`config.mk`:
```
export PLATFORM = sky130hd
export DESIGN_NAME = axi_master_rd_burst_engine_flat
export DESIGN_NICKNAME = d
export VERILOG_FILES = /design/src/rtl/axi_master_rd_burst_engine_if.sv /design/src/rtl/axi_master_rd_burst_engine.sv /design/src/flat_wrapper.sv
export SDC_FILE = /design/constraint.sdc
export NUM_CORES = 1
export LEC_CHECK = 0
export ABC_AREA = 1
export BUFFER_PORTS_ARGS = -buffer_cell sky130_fd_sc_hd__clkbuf_2
export CAP_MARGIN = 20
export CORE_AREA = 2 2 127 129
export DETAILED_ROUTE_END_ITERATION = 8
export DIE_AREA = 0 0 129 131
export PLACE_DENSITY = 0.88
export RECOVER_POWER = 50
export SETUP_SLACK_MARGIN = 0.05
export SYNTH_ARGS = -nofsm -noshare
export SYNTH_HDL_FRONTEND = slang
export SYNTH_SLANG_ARGS = --single-unit
export TNS_END_PERCENT = 20
```
`constraint.sdc`:
```
create_clock -name AClk -period 3.8 [get_ports AClk]
set_input_delay 0.57 -clock AClk [delete_from_list [all_inputs] [get_ports AClk]]
set_output_delay 0.57 -clock AClk [all_outputs]
set_load 0.005 [all_outputs]
```
`src/rtl/axi_master_rd_burst_engine_if.sv`:
```
// -----------------------------------------------------------------------------
// axi_master_rd_burst_engine_if
// Bundles the signals of the read burst engine that face its neighbours:
//   - req_*   : command channel from the decoder (valid/ready)
//   - AR*     : AXI read address channel
//   - R*      : AXI read data channel
//   - rsp_*   : registered beat return channel to the decoder (valid/ready)
// Modports:
//   master : the view of the burst engine itself
//   slave  : the opposite view (decoder + AXI slave side, e.g. a testbench)
// -----------------------------------------------------------------------------
interface axi_master_rd_burst_engine_if #(
  parameter int ADDR_W = 32,
  parameter int DATA_W = 64,
  parameter int ID_W   = 4
);

  logic              req_valid;
  logic              req_ready;
  logic [ADDR_W-1:0] req_addr;
  logic [ID_W-1:0]   req_id;
  logic [7:0]        req_len;
  logic [2:0]        req_size;
  logic [1:0]        req_burst;
  logic [1:0]        req_lock;
  logic [3:0]        req_cache;
  logic [2:0]        req_prot;

  logic [ID_W-1:0]   ARID;
  logic [ADDR_W-1:0] ARADDR;
  logic [7:0]        ARLEN;
  logic [2:0]        ARSIZE;
  logic [1:0]        ARBURST;
  logic [1:0]        ARLOCK;
  logic [3:0]        ARCACHE;
  logic [2:0]        ARPROT;
  logic              ARVALID;
  logic              ARREADY;

  logic [DATA_W-1:0] RDATA;
  logic [1:0]        RRESP;
  logic [ID_W-1:0]   RID;
  logic              RLAST;
  logic              RVALID;
  logic              RREADY;

  logic              rsp_valid;
  logic              rsp_ready;
  logic [DATA_W-1:0] rsp_data;
  logic [1:0]        rsp_resp;
  logic [ID_W-1:0]   rsp_id;
  logic              rsp_last;

  modport master (
    input  req_valid, req_addr, req_id, req_len, req_size, req_burst,
           req_lock, req_cache, req_prot,
    output req_ready,
    output ARID, ARADDR, ARLEN, ARSIZE, ARBURST, ARLOCK, ARCACHE, ARPROT, ARVALID,
    input  ARREADY,
    input  RDATA, RRESP, RID, RLAST, RVALID,
    output RREADY,
    output rsp_valid, rsp_data, rsp_resp, rsp_id, rsp_last,
    input  rsp_ready
  );

  modport slave (
    output req_valid, req_addr, req_id, req_len, req_size, req_burst,
           req_lock, req_cache, req_prot,
    input  req_ready,
    input  ARID, ARADDR, ARLEN, ARSIZE, ARBURST, ARLOCK, ARCACHE, ARPROT, ARVALID,
    output ARREADY,
    output RDATA, RRESP, RID, RLAST, RVALID,
    input  RREADY,
    input  rsp_valid, rsp_data, rsp_resp, rsp_id, rsp_last,
    output rsp_ready
  );

endinterface

```
`src/rtl/axi_master_rd_burst_engine.sv`:
```
// -----------------------------------------------------------------------------
// axi_master_rd_burst_engine
// AXI read master control. Takes read commands from the decoder, issues them on
// the AR channel, tracks the expected beat count of every outstanding burst in
// an in-order length FIFO, and returns R beats through a one-deep registered
// output stage with back-pressure. RLAST is checked against the expected burst
// length; illegal WRAP lengths and the reserved burst type are dropped.
//
// Ports:
//   AClk        clock
//   ARst        asynchronous reset, active-low
//   bus         axi_master_rd_burst_engine_if.master (req_*, AR*, R*, rsp_*)
//   outstanding bursts issued and not yet retired
//   err_req     one-cycle pulse: illegal command dropped
//   err_rlast   sticky RLAST mismatch flag
//   err_tmo     sticky read timeout flag (only with RD_TIMEOUT_EN)
//   err_clr     clears the sticky error flags
//
// Optional feature: define RD_TIMEOUT_EN to add the TMO_CYC parameter, the
// err_tmo port and a watchdog that flushes all tracking when the R channel
// stalls for TMO_CYC cycles with bursts outstanding.
// -----------------------------------------------------------------------------
module axi_master_rd_burst_engine #(
  parameter int ADDR_W  = 32,
  parameter int DATA_W  = 64,
  parameter int ID_W    = 4,
  parameter int MAX_OUT = 4
`ifdef RD_TIMEOUT_EN
  , parameter int TMO_CYC = 1024
`endif
) (
  input  logic                          AClk,
  input  logic                          ARst,
  axi_master_rd_burst_engine_if.master  bus,
  output logic [4:0]                    outstanding,
  output logic                          err_req,
  output logic                          err_rlast,
`ifdef RD_TIMEOUT_EN
  output logic                          err_tmo,
`endif
  input  logic                          err_clr
);

  localparam int PW = (MAX_OUT > 1) ? $clog2(MAX_OUT) : 1;

  typedef enum logic {IDLE, ISSUE} state_t;

  state_t            state_q, state_d;
  logic              active_q;
  logic              load_ar, drop_cmd;
  logic              cmd_fire, cmd_bad, wrap_ok;
  logic              ar_fire;

  logic [ID_W-1:0]   ar_id_q;
  logic [ADDR_W-1:0] ar_addr_q;
  logic [7:0]        ar_len_q;
  logic [2:0]        ar_size_q;
  logic [1:0]        ar_burst_q;
  logic [1:0]        ar_lock_q;
  logic [3:0]        ar_cache_q;
  logic [2:0]        ar_prot_q;

  logic [7:0]        len_mem [MAX_OUT];
  logic [PW-1:0]     wr_ptr, rd_ptr, wr_idx;
  logic [7:0]        beat_cnt;
  logic [7:0]        head_len;
  logic              fifo_empty, rready, r_fire, len_hit, retire, rlast_bad;

  logic              rsp_valid_q, rsp_last_q;
  logic [DATA_W-1:0] rsp_data_q;
  logic [1:0]        rsp_resp_q;
  logic [ID_W-1:0]   rsp_id_q;

  logic              tmo_flush, tmo_block;

  function automatic logic [PW-1:0] ptr_inc(input logic [PW-1:0] p);
    return (p == PW'(MAX_OUT - 1)) ? '0 : p + 1'b1;
  endfunction

  // active_q keeps req_ready low while in reset and for the first edge after it
  always_ff @(posedge AClk or negedge ARst) begin
    if (!ARst) active_q <= 1'b0;
    else       active_q <= 1'b1;
  end

  // The length FIFO occupancy is exactly the outstanding count, so it also
  // provides the issue gate.
  assign bus.req_ready = active_q && (state_q == IDLE) && (outstanding < 5'(MAX_OUT));
  assign cmd_fire      = bus.req_valid && bus.req_ready;
  assign wrap_ok       = bus.req_len inside {8'd1, 8'd3, 8'd7, 8'd15};
  assign cmd_bad       = ((bus.req_burst == 2'b10) && !wrap_ok) || (bus.req_burst == 2'b11);
  assign ar_fire       = (state_q == ISSUE) && bus.ARREADY;

  always_ff @(posedge AClk or negedge ARst) begin
    if (!ARst) state_q <= IDLE;
    else       state_q <= state_d;
  end

  always_comb begin
    state_d  = state_q;
    load_ar  = 1'b0;
    drop_cmd = 1'b0;
    case (state_q)
      IDLE: begin
        if (cmd_fire) begin
          if (cmd_bad) begin
            drop_cmd = 1'b1;
          end else begin
            load_ar = 1'b1;
            state_d = ISSUE;
          end
        end
      end
      ISSUE: begin
        if (bus.ARREADY) state_d = IDLE;
      end
      default: state_d = IDLE;
    endcase
  end

  always_ff @(posedge AClk or negedge ARst) begin
    if (!ARst) begin
      ar_id_q    <= '0;
      ar_addr_q  <= '0;
      ar_len_q   <= '0;
      ar_size_q  <= '0;
      ar_burst_q <= '0;
      ar_lock_q  <= '0;
      ar_cache_q <= '0;
      ar_prot_q  <= '0;
      err_req    <= 1'b0;
    end else begin
      err_req <= drop_cmd;
      if (load_ar) begin
        ar_id_q    <= bus.req_id;
        ar_addr_q  <= bus.req_addr;
        ar_len_q   <= bus.req_len;
        ar_size_q  <= bus.req_size;
        ar_burst_q <= bus.req_burst;
        ar_lock_q  <= bus.req_lock;
        ar_cache_q <= bus.req_cache;
        ar_prot_q  <= bus.req_prot;
      end
    end
  end

  assign bus.ARVALID = (state_q == ISSUE);
  assign bus.ARID    = ar_id_q;
  assign bus.ARADDR  = ar_addr_q;
  assign bus.ARLEN   = ar_len_q;
  assign bus.ARSIZE  = ar_size_q;
  assign bus.ARBURST = ar_burst_q;
  assign bus.ARLOCK  = ar_lock_q;
  assign bus.ARCACHE = ar_cache_q;
  assign bus.ARPROT  = ar_prot_q;

  // A burst retires on RLAST or on reaching its expected length, whichever
  // comes first; any disagreement between the two is an RLAST error.
  assign fifo_empty = (outstanding == 5'd0);
  assign head_len   = len_mem[rd_ptr];
  assign rready     = !fifo_empty && (!rsp_valid_q || bus.rsp_ready) && !tmo_block;
  assign r_fire     = bus.RVALID && rready;
  assign len_hit    = (beat_cnt == head_len);
  assign retire     = r_fire && (bus.RLAST || len_hit);
  assign rlast_bad  = r_fire && (bus.RLAST != len_hit);
  assign bus.RREADY = rready;

  // A flush restarts the FIFO at slot 0, so a same-cycle push lands there.
  assign wr_idx = tmo_flush ? '0 : wr_ptr;

  always_ff @(posedge AClk) begin
    if (ar_fire) len_mem[wr_idx] <= ar_len_q;
  end

  always_ff @(posedge AClk or negedge ARst) begin
    if (!ARst) begin
      wr_ptr      <= '0;
      rd_ptr      <= '0;
      beat_cnt    <= '0;
      outstanding <= '0;
    end else if (tmo_flush) begin
      rd_ptr      <= '0;
      beat_cnt    <= '0;
      wr_ptr      <= ar_fire ? ptr_inc('0) : '0;
      outstanding <= ar_fire ? 5'd1 : 5'd0;
    end else begin
      if (ar_fire) wr_ptr <= ptr_inc(wr_ptr);
      if (retire) begin
        rd_ptr   <= ptr_inc(rd_ptr);
        beat_cnt <= '0;
      end else if (r_fire) begin
        beat_cnt <= beat_cnt + 8'd1;
      end
      case ({ar_fire, retire})
        2'b10:   outstanding <= outstanding + 5'd1;
        2'b01:   outstanding <= outstanding - 5'd1;
        default: outstanding <= outstanding;
      endcase
    end
  end

  always_ff @(posedge AClk or negedge ARst) begin
    if (!ARst) begin
      rsp_valid_q <= 1'b0;
      rsp_data_q  <= '0;
      rsp_resp_q  <= '0;
      rsp_id_q    <= '0;
      rsp_last_q  <= 1'b0;
    end else if (r_fire) begin
      rsp_valid_q <= 1'b1;
      rsp_data_q  <= bus.RDATA;
      rsp_resp_q  <= bus.RRESP;
      rsp_id_q    <= bus.RID;
      rsp_last_q  <= bus.RLAST || len_hit;
    end else if (bus.rsp_ready) begin
      rsp_valid_q <= 1'b0;
    end
  end

  assign bus.rsp_valid = rsp_valid_q;
  assign bus.rsp_data  = rsp_data_q;
  assign bus.rsp_resp  = rsp_resp_q;
  assign bus.rsp_id    = rsp_id_q;
  assign bus.rsp_last  = rsp_last_q;

  // A same-cycle error set wins over err_clr.
  always_ff @(posedge AClk or negedge ARst) begin
    if (!ARst)          err_rlast <= 1'b0;
    else if (rlast_bad) err_rlast <= 1'b1;
    else if (err_clr)   err_rlast <= 1'b0;
  end

`ifdef RD_TIMEOUT_EN
  logic [15:0] wdog;
  logic        tmo_block_q;

  // The watchdog fires on the TMO_CYC-th consecutive stalled cycle.
  assign tmo_flush = !fifo_empty && !r_fire && (wdog == 16'(TMO_CYC - 1));
  assign tmo_block = tmo_block_q;

  always_ff @(posedge AClk or negedge ARst) begin
    if (!ARst) begin
      wdog        <= '0;
      tmo_block_q <= 1'b0;
      err_tmo     <= 1'b0;
    end else begin
      tmo_block_q <= tmo_flush;
      if (tmo_flush || fifo_empty || r_fire) wdog <= '0;
      else                                   wdog <= wdog + 16'd1;
      if (tmo_flush)    err_tmo <= 1'b1;
      else if (err_clr) err_tmo <= 1'b0;
    end
  end
`else
  assign tmo_flush = 1'b0;
  assign tmo_block = 1'b0;
`endif

endmodule

```
`src/flat_wrapper.sv`:
```
// flat-port wrapper written by rule: the top's interface ports become plain ports
module axi_master_rd_burst_engine_flat 
#(
  parameter int ADDR_W  = 32,
  parameter int DATA_W  = 64,
  parameter int ID_W    = 4,
  parameter int MAX_OUT = 4

)
  (AClk, ARst, outstanding, err_req, err_rlast, err_clr, bus_req_valid, bus_req_addr, bus_req_id, bus_req_len, bus_req_size, bus_req_burst, bus_req_lock, bus_req_cache, bus_req_prot, bus_req_ready, bus_ARID, bus_ARADDR, bus_ARLEN, bus_ARSIZE, bus_ARBURST, bus_ARLOCK, bus_ARCACHE, bus_ARPROT, bus_ARVALID, bus_ARREADY, bus_RDATA, bus_RRESP, bus_RID, bus_RLAST, bus_RVALID, bus_RREADY, bus_rsp_valid, bus_rsp_data, bus_rsp_resp, bus_rsp_id, bus_rsp_last, bus_rsp_ready);
  axi_master_rd_burst_engine_if #(.ADDR_W(ADDR_W), .DATA_W(DATA_W), .ID_W(ID_W)) bus_i ();
  input  logic AClk;
  input  logic ARst;
  output logic [4:0] outstanding;
  output logic err_req;
  output logic err_rlast;
  input  logic err_clr;
  input wire logic [$bits(bus_i.req_valid)-1:0] bus_req_valid;
  input wire logic [$bits(bus_i.req_addr)-1:0] bus_req_addr;
  input wire logic [$bits(bus_i.req_id)-1:0] bus_req_id;
  input wire logic [$bits(bus_i.req_len)-1:0] bus_req_len;
  input wire logic [$bits(bus_i.req_size)-1:0] bus_req_size;
  input wire logic [$bits(bus_i.req_burst)-1:0] bus_req_burst;
  input wire logic [$bits(bus_i.req_lock)-1:0] bus_req_lock;
  input wire logic [$bits(bus_i.req_cache)-1:0] bus_req_cache;
  input wire logic [$bits(bus_i.req_prot)-1:0] bus_req_prot;
  output wire logic [$bits(bus_i.req_ready)-1:0] bus_req_ready;
  output wire logic [$bits(bus_i.ARID)-1:0] bus_ARID;
  output wire logic [$bits(bus_i.ARADDR)-1:0] bus_ARADDR;
  output wire logic [$bits(bus_i.ARLEN)-1:0] bus_ARLEN;
  output wire logic [$bits(bus_i.ARSIZE)-1:0] bus_ARSIZE;
  output wire logic [$bits(bus_i.ARBURST)-1:0] bus_ARBURST;
  output wire logic [$bits(bus_i.ARLOCK)-1:0] bus_ARLOCK;
  output wire logic [$bits(bus_i.ARCACHE)-1:0] bus_ARCACHE;
  output wire logic [$bits(bus_i.ARPROT)-1:0] bus_ARPROT;
  output wire logic [$bits(bus_i.ARVALID)-1:0] bus_ARVALID;
  input wire logic [$bits(bus_i.ARREADY)-1:0] bus_ARREADY;
  input wire logic [$bits(bus_i.RDATA)-1:0] bus_RDATA;
  input wire logic [$bits(bus_i.RRESP)-1:0] bus_RRESP;
  input wire logic [$bits(bus_i.RID)-1:0] bus_RID;
  input wire logic [$bits(bus_i.RLAST)-1:0] bus_RLAST;
  input wire logic [$bits(bus_i.RVALID)-1:0] bus_RVALID;
  output wire logic [$bits(bus_i.RREADY)-1:0] bus_RREADY;
  output wire logic [$bits(bus_i.rsp_valid)-1:0] bus_rsp_valid;
  output wire logic [$bits(bus_i.rsp_data)-1:0] bus_rsp_data;
  output wire logic [$bits(bus_i.rsp_resp)-1:0] bus_rsp_resp;
  output wire logic [$bits(bus_i.rsp_id)-1:0] bus_rsp_id;
  output wire logic [$bits(bus_i.rsp_last)-1:0] bus_rsp_last;
  input wire logic [$bits(bus_i.rsp_ready)-1:0] bus_rsp_ready;
  assign bus_i.req_valid = bus_req_valid;
  assign bus_i.req_addr = bus_req_addr;
  assign bus_i.req_id = bus_req_id;
  assign bus_i.req_len = bus_req_len;
  assign bus_i.req_size = bus_req_size;
  assign bus_i.req_burst = bus_req_burst;
  assign bus_i.req_lock = bus_req_lock;
  assign bus_i.req_cache = bus_req_cache;
  assign bus_i.req_prot = bus_req_prot;
  assign bus_req_ready = bus_i.req_ready;
  assign bus_ARID = bus_i.ARID;
  assign bus_ARADDR = bus_i.ARADDR;
  assign bus_ARLEN = bus_i.ARLEN;
  assign bus_ARSIZE = bus_i.ARSIZE;
  assign bus_ARBURST = bus_i.ARBURST;
  assign bus_ARLOCK = bus_i.ARLOCK;
  assign bus_ARCACHE = bus_i.ARCACHE;
  assign bus_ARPROT = bus_i.ARPROT;
  assign bus_ARVALID = bus_i.ARVALID;
  assign bus_i.ARREADY = bus_ARREADY;
  assign bus_i.RDATA = bus_RDATA;
  assign bus_i.RRESP = bus_RRESP;
  assign bus_i.RID = bus_RID;
  assign bus_i.RLAST = bus_RLAST;
  assign bus_i.RVALID = bus_RVALID;
  assign bus_RREADY = bus_i.RREADY;
  assign bus_rsp_valid = bus_i.rsp_valid;
  assign bus_rsp_data = bus_i.rsp_data;
  assign bus_rsp_resp = bus_i.rsp_resp;
  assign bus_rsp_id = bus_i.rsp_id;
  assign bus_rsp_last = bus_i.rsp_last;
  assign bus_i.rsp_ready = bus_rsp_ready;
  axi_master_rd_burst_engine #(.ADDR_W(ADDR_W), .DATA_W(DATA_W), .ID_W(ID_W), .MAX_OUT(MAX_OUT)) u_core (.AClk(AClk), .ARst(ARst), .bus(bus_i), .outstanding(outstanding), .err_req(err_req), .err_rlast(err_rlast), .err_clr(err_clr));
endmodule
```
==> results of run 1 <==
==> Yosys cell counts <==
master / n
a21oi_1: 2
buf_2: 21
buf_4: 3
buf_6: 2
clkbuf_1: 14
clkinv_1: 2
conb_1: 1
dfrtp_1: 151
edfxtp_1: 32
fa_1: 1
ha_1: 11
inv_1: 39
inv_2: 1
nand2_1: 419
nand2_2: 1
nand3_1: 98
nand4_1: 2
nor2_1: 19
nor2_2: 1
nor3_2: 1
o21ai_0: 16
o21ai_1: 1
o21ai_2: 1
xnor2_1: 2
xor2_1: 5
==> where the power goes <==
part,leakage (nW),switching [mW],internal (mW)
clock,0.293,0.756,1.01
sequential,2.18,0.441,2.64
combinational,2.82,1.14,0.794
==> cells in the final DEF, fill, tap and decap left out, types with 11 or more instances in the layout <==
cell type,n
o21ai_0,16
ha_1,11
clkbuf_2,227
clkbuf_16,17
nand3_1,97
edfxtp_1,32
inv_1,38
dfrtp_1,150
nand2_1,419
nor2_1,18
clkbuf_1,51
==> layer usage <==
layer	track usage, %	share of wire (%)	routed length [microns]	vias to the layer above
li1	-	-	-	3180
met1	26.7	40	7500	2998
met2	37.6	51	9650	291
met3	6.76	7.5	1410	29
met4	7.16	1.6	311	0
met5	0	0	0	-
==> how the worst max path moves through the flow <==
stage / slack [ns] / from / end / depth (start not counted)
final: 0.47 / u_core.rd_ptr[0] / u_core.outstanding[4] / 21
after global routing: 0.13 / u_core.rd_ptr[0] / u_core.outstanding[4] / 21
after floorplan: 0.66 / u_core.rd_ptr[0] / u_core.outstanding[4] / 24
after detailed placement: 0.33 / u_core.rd_ptr[1] / u_core.outstanding[4] / 21
after CTS: 0.28 / u_core.rd_ptr[1] / u_core.outstanding[4] / 19
after global placement: 0.49 / u_core.rd_ptr[1] / u_core.outstanding[4] / 21
==> final cells by class <==
cell class | count | area [sq um] | area share (%)
tap | 216 | 270 | 2.80
timing repair buffer | 283 | 1370 | 14.2
clock inverter | 12 | 140 | 1.45
sequential | 183 | 4740 | 49.2
clock buffer | 19 | 453 | 4.70
multi-input combinational | 581 | 2510 | 26.0
inverter | 42 | 165 | 1.71
==> what timing repair did <==
action	CTS	global route
setup endpoints to repair	0	1
endpoints found under the hold margin	0	0
gates resized for setup	0	4
==> kinds of logic after synthesis <==
kind of cell               after synthesis
other                                    1
adders and majority gates               12
and+or+nand+nor                        541
buffers and inverters                   82
DFF                                    183
AOI/OAI and AO/OA                       20
xor gates and xnor gates                 7
==> flip-flops by register name, summed over array words and instances (netlist names), 2 cells and up <==
register,flops
u_core.bus.ARCACHE,4
u_core.bus.rsp_resp,2
u_core.bus.ARSIZE,3
u_core.bus.ARBURST,2
u_core.rd_ptr,2
u_core.bus.ARPROT,3
u_core.outstanding,5
u_core.len_mem,32
u_core.bus.rsp_data,64
u_core.bus.ARLEN,8
u_core.bus.ARLOCK,2
u_core.bus.rsp_id,4
u_core.bus.ARADDR,32
u_core.bus.ARID,4
u_core.beat_cnt,8
u_core.wr_idx,2
==> out/metrics.csv, run 1 <==
metric;value;unit
crit path buf inv count;3;
Num CTS Buffers;17;
drt drc;0;
I/O Buffers;275;
setup ws final;0.471;ns
Worst Skew;0.0168;ns
GRT overflow;0;
Worst-Skew Late Latency;0.43;ns
Peak supply drop;0.466;mV
Min Hold Slack;0.331;ns
reg2reg path depth;21;
Worst R2R End;u_core.outstanding[4];
drt initial violations;433;
Synth Area in XOR/XNOR;0.807;%
die width;129;microns
required time of the critical path;4.12;ns
die height;131;microns
Final #Nets;1256;
CTS tree;built;
P&R area growth vs syn;27.0;%
wire per inst;14.1;microns
worst slew pin tran;2.01;ns
Final TNS setup;0;ns
post-detail-place hpwl;13400;microns
GRT Overall Usage;21.9;%
vias in the first global route;5960;
Placed Instance Area;9120;sq um
share of cells above drive strength 1;24.5;%
Synth Area in Simple Gates;28.6;%
Leak;5.29;nW
via count;6498;
RSZ-0062 raised after global routing;false;
Worst Hold Class;input pin to flip-flop;
Min-Delay Endpoint;u_core.bus.ARVALID;
CP Class;flip-flop to flip-flop;
Synth area leader;dfrtp_1;
Min Clock Period, post-route;3.33;ns
# setup viols final;0;
R2R Setup Slk;0.47;ns
register area share after synthesis;62.4;%
Critical Path Max Stage Delay;0.39;ns
max-slew violation count;81;
fraction of post-synthesis cell area in the top cell type by area;49.7;%
Core Footprint;15600;sq um
Placed Cells;1305;
# H-tree levels;4;
drt first pass iters;5;
Vias per Instance;4.86;
worst-path cell with the longest stage delay;dfrtp_1;
Initial Util;48.7;%
Max-slew headroom;-34.1;%
Post-DRT Antenna Nets;0;
Synth Area in Adders;2.08;%
n_diodes;0;
Final Cell Area;9650;sq um
crit-path max FO;17;
failing checks;capacitance limit, slew limit;
largest net degree at the start of global routing;81;
Rows;46;
Top delay family on crit path;simple AND/OR/NAND/NOR gates;
count of max-cap constraint violations;1;
Max Buffers Root-to-Sink;2;
Post-CTS Hold Buffers;0;
yosys warns;0;
hold_sp;bus_ARREADY;
most frequent CP cell;nand2_1;
CP arrival;3.65;ns
first-pass GRT wire length;29000;microns
Worst Setup Start Kind;flip-flop;
gp weighted congestion;0.882;
status;finished with violations;
critical path, cell by cell;clkinvlp_4, nand2_1, nand3_1, nand2_1, nand2_1, nand2_1, nand2_1, nor2_1, nand2_1, ha_1, nor2_2, ha_1, inv_1, fa_1, inv_1, nand2_1, nand2_1, a21oi_1, xor2_1, nand2_1, nand2_1;
total power;6.78;mW
post-synthesis compound-gate area fraction;1.37;%
Yosys cell types;25;
period utilization;87.6;%
Post-Syn Nets;994;
die area;16900;sq um
FF+latch count, synth;183;
fillers;1297;
Crit Reg-Reg Startpoint;u_core.rd_ptr[0];
Clock Tree Root;clkbuf_16;
crit path capture type;flip-flop;
Worst-path clk slew;0.07;ns
main combinational cell family by area after synthesis;simple AND/OR/NAND/NOR gates;
final hold vios;0;
PD cells;703;nW/um^2
setup bufs post-CTS;0;
total routed wirelength;18900;microns
fin util;61.8;%
clock sink count;183;
Post-Synthesis Cells;846;
fin cells;1336;
Worst Hold Path Cells;2;
syn avg cell area;8.98;sq um
Ports;276;
initial antenna violation count;0;
post-synthesis mux area share;0;%
Post-Syn Area;7600;sq um
synth top area cells;dfrtp_1, nand2_1, edfxtp_1;
Post-Place Setup Slack;0.331;ns
fmax;300;MHz
Power figures use the tool's default switching activity.
==> run 2, diff against run 1 <==
--- a/config.mk
+++ b/config.mk
@@ -8,9 +8,9 @@
 export ABC_AREA = 1
 export BUFFER_PORTS_ARGS = -buffer_cell sky130_fd_sc_hd__clkbuf_2
 export CAP_MARGIN = 20
-export CORE_AREA = 2 2 127 129
+export CORE_AREA = 5 5 130 132
 export DETAILED_ROUTE_END_ITERATION = 8
-export DIE_AREA = 0 0 129 131
+export DIE_AREA = 0 0 135 137
 export PLACE_DENSITY = 0.88
 export RECOVER_POWER = 50
 export SETUP_SLACK_MARGIN = 0.05
==> out/metrics.csv, run 2 (synthesis gave the netlist of run 1 again) <==
metric;value;unit
initial antenna violation count;0;
Final TNS setup;0;ns
RSZ-0062 raised after global routing;false;
# H-tree levels;4;
fin cells;1332;
crit path capture type;flip-flop;
fin util;61.6;%
GRT overflow;0;
die height;137;microns
Post-DRT Antenna Nets;0;
Min Clock Period, post-route;3.46;ns
GRT Overall Usage;20.6;%
via count;6442;
Worst Setup Start Kind;flip-flop;
Ports;276;
Max-slew headroom;-60.6;%
Worst-path clk slew;0.06;ns
Leak;5.29;nW
Core Footprint;15600;sq um
Clock Tree Root;clkbuf_16;
gp weighted congestion;0.841;
Peak supply drop;0.370;mV
drt initial violations;353;
fillers;1318;
Num CTS Buffers;17;
# setup viols final;0;
CP Class;flip-flop to flip-flop;
status;finished with violations;
Vias per Instance;4.84;
Initial Util;48.7;%
Min Hold Slack;0.333;ns
die width;135;microns
fmax;289;MHz
Reg area;4740;sq um
count of max-cap constraint violations;1;
Worst Skew;0.00843;ns
commonest non-fill, non-tap cells in the layout;nand2_1, clkbuf_2, dfrtp_1;
largest net degree at the start of global routing;99;
Final Cell Area;9610;sq um
Placed Cells;1303;
required time of the critical path;4.11;ns
P&R area growth vs syn;26.5;%
Rows;46;
PD cells;693;nW/um^2
I/O Buffers;275;
Post-CTS Hold Buffers;0;
share of cells above drive strength 1;24.6;%
clock sink count;183;
total routed wirelength;19000;microns
CTS tree;built;
setup ws final;0.338;ns
failing checks;DRC, capacitance limit, slew limit;
total power;6.65;mW
period utilization;91.1;%
n_diodes;0;
Max Buffers Root-to-Sink;2;
worst slew pin tran;2.41;ns
Multi-input gate area;2510;sq um
Post-Place Setup Slack;0.398;ns
final hold vios;0;
Largest register FFs;64;
crit-path max FO;10;
drt first pass iters;9;
CP arrival;3.78;ns
die area;18500;sq um
vias in the first global route;6277;
Worst Hold Class;input pin to flip-flop;
max-slew violation count;98;
drt drc;2;
Worst-Skew Late Latency;0.42;ns
most common cell after layout, fill and taps aside;nand2_1;
first-pass GRT wire length;30300;microns
wire per inst;14.3;microns
Final #Nets;1254;
post-detail-place hpwl;13800;microns
Placed Instance Area;9120;sq um
-- run 2: layout make-up --
class,count,area share [%]
Timing Repair Buffer,281,14.4
Tap cell,216,2.81
Clock inverter,10,1.04
Clock buffer,19,4.61
Multi-Input combinational cell,581,26.1
Inverter,42,1.72
Sequential cell,183,49.3
-- run 2: routing by layer --
| layer | track usage [%] | up-vias | routed length (microns) |
|---|---|---|---|
| li1 | - | 3172 | - |
| met1 | 25.6 | 2994 | 7730 |
| met2 | 34.7 | 245 | 9560 |
| met3 | 5.48 | 31 | 1390 |
| met4 | 7.67 | 0 | 342 |
| met5 | 0 | - | 0 |
-- run 2: worst max-delay path, stage by stage (launching register included) --
cell and delay [ns]:
dfrtp_1 0.57, clkinvlp_4 0.29, nand3_1 0.16, nand2_1 0.06
nand2_1 0.05, nand2_1 0.05, inv_1 0.06, nand2_1 0.05
nor2_1 0.10, nand2_1 0.07, ha_1 0.30, nor2_1 0.30
ha_1 0.33, inv_1 0.08, fa_1 0.36, inv_1 0.08
nand2_1 0.06, nand2_1 0.06, a21oi_1 0.06, xor2_1 0.14
nand2_1 0.06, nand2_1 0.05
-- run 2: worst paths after layout --
check | start | to | slack, ns | cells after the start
hold / removal | err_clr | u_core.err_rlast | 0.33 | 2
setup reg to reg | u_core.rd_ptr[1] | u_core.outstanding[4] | 0.34 | 21
hold reg to reg | u_core.bus.ARPROT[0] | u_core.bus.ARPROT[0] | 0.47 | 2
setup / recovery | u_core.rd_ptr[1] | u_core.outstanding[4] | 0.34 | 21
min in group asynchronous | ARst | u_core.outstanding[3] | 0.87 | 1
max in group asynchronous | ARst | u_core.bus.rsp_data[59] | 1.50 | 1
-- run 2: power breakdown --
part / total [mW] / switching (mW) / internal [mW]
logic: 1.94 / 1.14 / 0.799
registers: 3.08 / 0.447 / 2.64
clock network: 1.64 / 0.720 / 0.916
total: 6.65 / 2.30 / 4.35
-- run 2: repair_timing --
action	in CTS	in global routing
resized for setup	0	2
setup endpoints to repair	0	1
setup buffers	0	0
